<file path="src/rtl/counter_m10_seq.sv">
// Command-driven two-digit BCD up/down sequencer (00..99); COUNTER_M10_SAT_EN selects saturate at 99/00 instead of wrap.
// Latency: accept at edge N, digit updates at N+k*STEP_DIV; c/done/sat are registered one-cycle pulses.
// Backpressure: cmd_ready only in IDLE without clr; commands and clr are ignored while running.
module counter_m10_seq #(
    parameter int STEP_DIV = 1
) (
    input  logic       clk,
    input  logic       rst,
    input  logic       cmd_valid,
    output logic       cmd_ready,
    input  logic       cmd_dir,
    input  logic [6:0] cmd_steps,
    input  logic       clr,
    output logic [3:0] q_ones,
    output logic [3:0] q_tens,
    output logic       c,
    output logic       busy,
    output logic       done,
    output logic       sat
);

    localparam int            PW       = (STEP_DIV > 1) ? $clog2(STEP_DIV) : 1;
    localparam logic [PW-1:0] PRE_LAST = PW'(STEP_DIV - 1);
    localparam logic [0:0]    IDLE     = 1'b0;
    localparam logic [0:0]    RUN      = 1'b1;
`ifdef COUNTER_M10_SAT_EN
    localparam logic          SAT_EN   = 1'b1;
`else
    localparam logic          SAT_EN   = 1'b0;
`endif

    logic [0:0]    state_q, state_d;
    logic          dir_q, dir_d;
    logic [6:0]    rem_q, rem_d;
    logic [PW-1:0] pre_q, pre_d;
    logic [3:0]    ones_q, ones_d;
    logic [3:0]    tens_q, tens_d;
    logic          c_q, c_d;
    logic          done_q, done_d;
    logic          sat_q, sat_d;

    logic [6:0]    steps_clamped;
    logic          at_limit;

    assign steps_clamped = (cmd_steps > 7'd99) ? 7'd99 : cmd_steps;
    assign at_limit      = dir_q ? (ones_q == 4'd0 && tens_q == 4'd0)
                                 : (ones_q == 4'd9 && tens_q == 4'd9);

    assign cmd_ready = (state_q == IDLE) & ~clr;
    assign busy      = (state_q == RUN);
    assign q_ones    = ones_q;
    assign q_tens    = tens_q;
    assign c         = c_q;
    assign done      = done_q;
    assign sat       = sat_q;

    always_comb begin
        state_d = state_q;
        dir_d   = dir_q;
        rem_d   = rem_q;
        pre_d   = pre_q;
        ones_d  = ones_q;
        tens_d  = tens_q;
        c_d     = 1'b0;
        done_d  = 1'b0;
        sat_d   = 1'b0;

        case (state_q)
            IDLE: begin
                if (clr) begin
                    ones_d = 4'd0;
                    tens_d = 4'd0;
                end else if (cmd_valid) begin
                    dir_d = cmd_dir;
                    rem_d = steps_clamped;
                    pre_d = '0;
                    if (steps_clamped == 7'd0) begin
                        done_d = 1'b1;
                    end else begin
                        state_d = RUN;
                    end
                end
            end
            default: begin
                if (pre_q == PRE_LAST) begin
                    pre_d = '0;
                    rem_d = rem_q - 7'd1;
                    if (SAT_EN && at_limit) begin
                        // Blocked step: digits hold and the remaining count is dropped.
                        sat_d   = 1'b1;
                        done_d  = 1'b1;
                        state_d = IDLE;
                    end else begin
                        if (!dir_q) begin
                            if (ones_q == 4'd9) begin
                                ones_d = 4'd0;
                                c_d    = 1'b1;
                                tens_d = (tens_q == 4'd9) ? 4'd0 : tens_q + 4'd1;
                            end else begin
                                ones_d = ones_q + 4'd1;
                            end
                        end else begin
                            if (ones_q == 4'd0) begin
                                ones_d = 4'd9;
                                c_d    = 1'b1;
                                tens_d = (tens_q == 4'd0) ? 4'd9 : tens_q - 4'd1;
                            end else begin
                                ones_d = ones_q - 4'd1;
                            end
                        end
                        if (rem_q == 7'd1) begin
                            done_d  = 1'b1;
                            state_d = IDLE;
                        end
                    end
                end else begin
                    pre_d = pre_q + PW'(1);
                end
            end
        endcase
    end

    always_ff @(posedge clk or posedge rst) begin
        if (rst) begin
            state_q <= IDLE;
            dir_q   <= 1'b0;
            rem_q   <= '0;
            pre_q   <= '0;
            ones_q  <= '0;
            tens_q  <= '0;
            c_q     <= 1'b0;
            done_q  <= 1'b0;
            sat_q   <= 1'b0;
        end else begin
            state_q <= state_d;
            dir_q   <= dir_d;
            rem_q   <= rem_d;
            pre_q   <= pre_d;
            ones_q  <= ones_d;
            tens_q  <= tens_d;
            c_q     <= c_d;
            done_q  <= done_d;
            sat_q   <= sat_d;
        end
    end

endmodule

</file>
<file path="config.mk">
export PLATFORM = sky130hd
export DESIGN_NAME = counter_m10_seq
export DESIGN_NICKNAME = d
export VERILOG_FILES = /design/src/rtl/counter_m10_seq.sv
export SDC_FILE = /design/constraint.sdc
export NUM_CORES = 1
export LEC_CHECK = 0
export BUFFER_PORTS_ARGS = -buffer_cell sky130_fd_sc_hd__buf_2
export CORE_MARGIN = 4
export CORE_UTILIZATION = 55
export DETAILED_ROUTE_END_ITERATION = 12
export MAX_ROUTING_LAYER = met4
export PLACE_DENSITY_LB_ADDON = 0.15
export SYNTH_ARGS = -nofsm -noshare
export SYNTH_HDL_FRONTEND = slang
export SYNTH_SLANG_ARGS = --single-unit
</file>
<file path="constraint.sdc">
create_clock -name clk -period 4.49 [get_ports clk]
set_input_delay 1.347 -clock clk [delete_from_list [all_inputs] [get_ports clk]]
set_output_delay 1.347 -clock clk [all_outputs]
set_load 0.005 [all_outputs]
</file>
==> impl_results.md <==
- Clock Latency Late Sink: 0.29 ns
- Reg area: 475 um2
- CTS H-Tree Depth: 1
- Final setup viols: 0
- Net Count, Synth: 169
- Most common cell after layout, fill and taps aside: buf_2
- Clk pin slew, worst setup/hold paths: 0.11 ns
- Site Rows: 17
- Number of port buffers: 23
- Status: completed
- Final nets: 188
- Largest net degree at the start of global routing: 20
- Core outline area: 2250 um2
- Final HPWL DP: 2030 um
- Setup total negative slack: 0 ns
- Post-synth EDFFs: 0
- # fillers: 193
- ANT cells: 0
- Vias per inst: 6.15
- Initial core utilization: 58.4%
- Critical Path RT: 3.14 ns
- Max Cap Viol: 0
- Antenna Violating Nets Remaining: 0
- Synth top area cells: dfrtp_1, ha_1, nand3_1
- Post-CTS Setup Inserts: 0
- Cell taking the most area after synthesis: dfrtp_1
- Layout cells sized above 1: 20.7%
- Synthesis-to-layout area growth: 9.50%
- Startpoint types: input port
- Commonest non-fill, non-tap cells in the layout: buf_2, dfrtp_1, nand3_1, inv_1, nand2_1
- Gate Count Post-Synth: 151
- Full die area: 3240 um2
- Critical path capture point type: output port
- First-pass GRT wire length: 4470 um
- Worst relative slew slack: 54.3%
- Hold_buf cts: 0
- Hold Violations, Final: 0
- Clk buf depth: 2
- CP max FO: 5
- Setup Crit Path Kind: input port to output port
- Final Power: 866 uW
- Top-area cell type share of the netlist area: 36.1%
- F_max: 318 MHz
- RSZ-0062 raised after global routing: false
- Routability Congestion: 0.896
- Area occupied by multi-input gates: 737 um2
- Initial DRT Pass Iterations: 4
- Remaining Overflow, GRT: 0
- Initial antenna violation count: 0
- Fin area: 1440 um2
- Async SR Flop Fraction: 100%
- Total number of vias: 1211
- Hold Crit Class: flop to flop
- Final wirelength: 2730 um
- Seq cells post-synth: 19
- Placed cell areas: 1420 um2
- Min Hold Slack: 0.580 ns
- CTS sink cnt: 19
- Height of the die: 56.9 um
- Clock period minus worst slack: 3.14 ns
- CTS tree: done
- Mapped Avg Cell Area: 8.73 um2
- GRT Total Usage: 17.4%
- WP data arrival: 1.80 ns
- Least-Margin Pin Slew: 0.685 ns
- 1st-iter DRT viols: 59
- Number of global-route vias before repair: 1023
- Syn Std Cell Area: 1320 um2
- Clock root buffer master: clkbuf_4
- Sequential share of the synthesized area: 36.1%
- CTS buffer count: 3
- I/O pins: 25
- # DRC: 0
- Routed len/inst: 13.9 um
- P_leak: 0.644 nW
- Period utilisation layout: 70.0%
- Die width: 56.9 um
- Power density over the cells: 600 nW/um2
- Worst vdd ir: 0.335 mV
- Final Max Tran Viols: 0
- Unique masters post-synth: 50
- Clock Skews: 0.00214 ns
- Ys flop type: dfrtp_1
- Yosys warning count: 0
- Post-CTS sizing: 0
==> area by class of cell <==
cell class	instances	area share, %
Sequential cell	19	33.0
Tap cell	28	2.43
Inverter	14	3.64
Clock buffer	3	1.56
Timing Repair Buffer	23	7.98
Clock inverter	1	0.347
Multi-Input combinational cell	109	51.1
==> worst paths after layout <==
kind / startpoint / endpoint / slack [ns] / depth (start not counted)
max: clr / cmd_ready / 1.35 / 3
min: rem_q[5] / rem_q[5] / 0.58 / 2
max reg2reg: q_tens[0] / q_tens[3] / 2.82 / 6
min reg2reg: rem_q[5] / rem_q[5] / 0.58 / 2
max in group asynchronous: rst / rem_q[0] / 2.92 / 2
min in group asynchronous: rst / q_tens[0] / 1.14 / 2
==> per-layer routing <==
layer	track usage, %	routed length (um)	up-vias
met5	-	0	-
met3	4.07	171	4
met2	25.8	1240	49
met4	4.97	24	0
met1	23.9	1300	577
li1	-	-	581
==> cell usage after synthesis (all sizes together) (5+ instances only) <==
library cell and instances:
o211ai 5, a31oi 5, a21oi 6, nor2 8, o21ai 10, nand3 13
inv 13, dfrtp 19, nand2 12, ha 6, buf 7
==> per-stage QoR <==
step	std cells	util (%)	setup slack, ns
global placement	193	62.8	1.36
CTS	197	64.0	1.34
detailed placement	193	62.8	1.34
global route	197	64.0	1.28
finish	197	64.0	1.35
floorplan	151	-	1.64
==> critical path: stages <==
cell	delay [ns]
buf_2	0.12
nor2_1	0.17
buf_2	0.15
==> power by group <==
| group | switching, mW | total (mW) | internal, mW | leakage, nW |
|---|---|---|---|---|
| combinational | 0.199 | 0.401 | 0.202 | 0.393 |
| clock | 0.0535 | 0.0866 | 0.0332 | 0.0177 |
| sequential | 0.136 | 0.378 | 0.242 | 0.233 |
| total | 0.388 | 0.866 | 0.478 | 0.644 |
==> sequential cells by signal (all words and copies together), names as in the netlist <==
register,count
q_ones,4
dir_q,1
rem_q,7
done,1
busy,1
c,1
q_tens,4
==> cell families (layout without fill, tap and decap cells) <==
group / Yosys count / after routing / synth area share [%]
AO/OA/AOI/OAI: 42 / 42 / 22.2
XOR/XNOR: 5 / 5 / 3.32
adder cells (fa/ha/maj): 6 / 6 / 5.70
buffers and inverters: 23 / 41 / 7.98
flip-flops: 19 / 19 / 36.1
multiplexers: 3 / 3 / 2.47
other: 1 / 1 / 0.285
AND/OR/NAND/NOR: 52 / 52 / 21.9
Note: power is estimated with default switching activity, not from simulation.
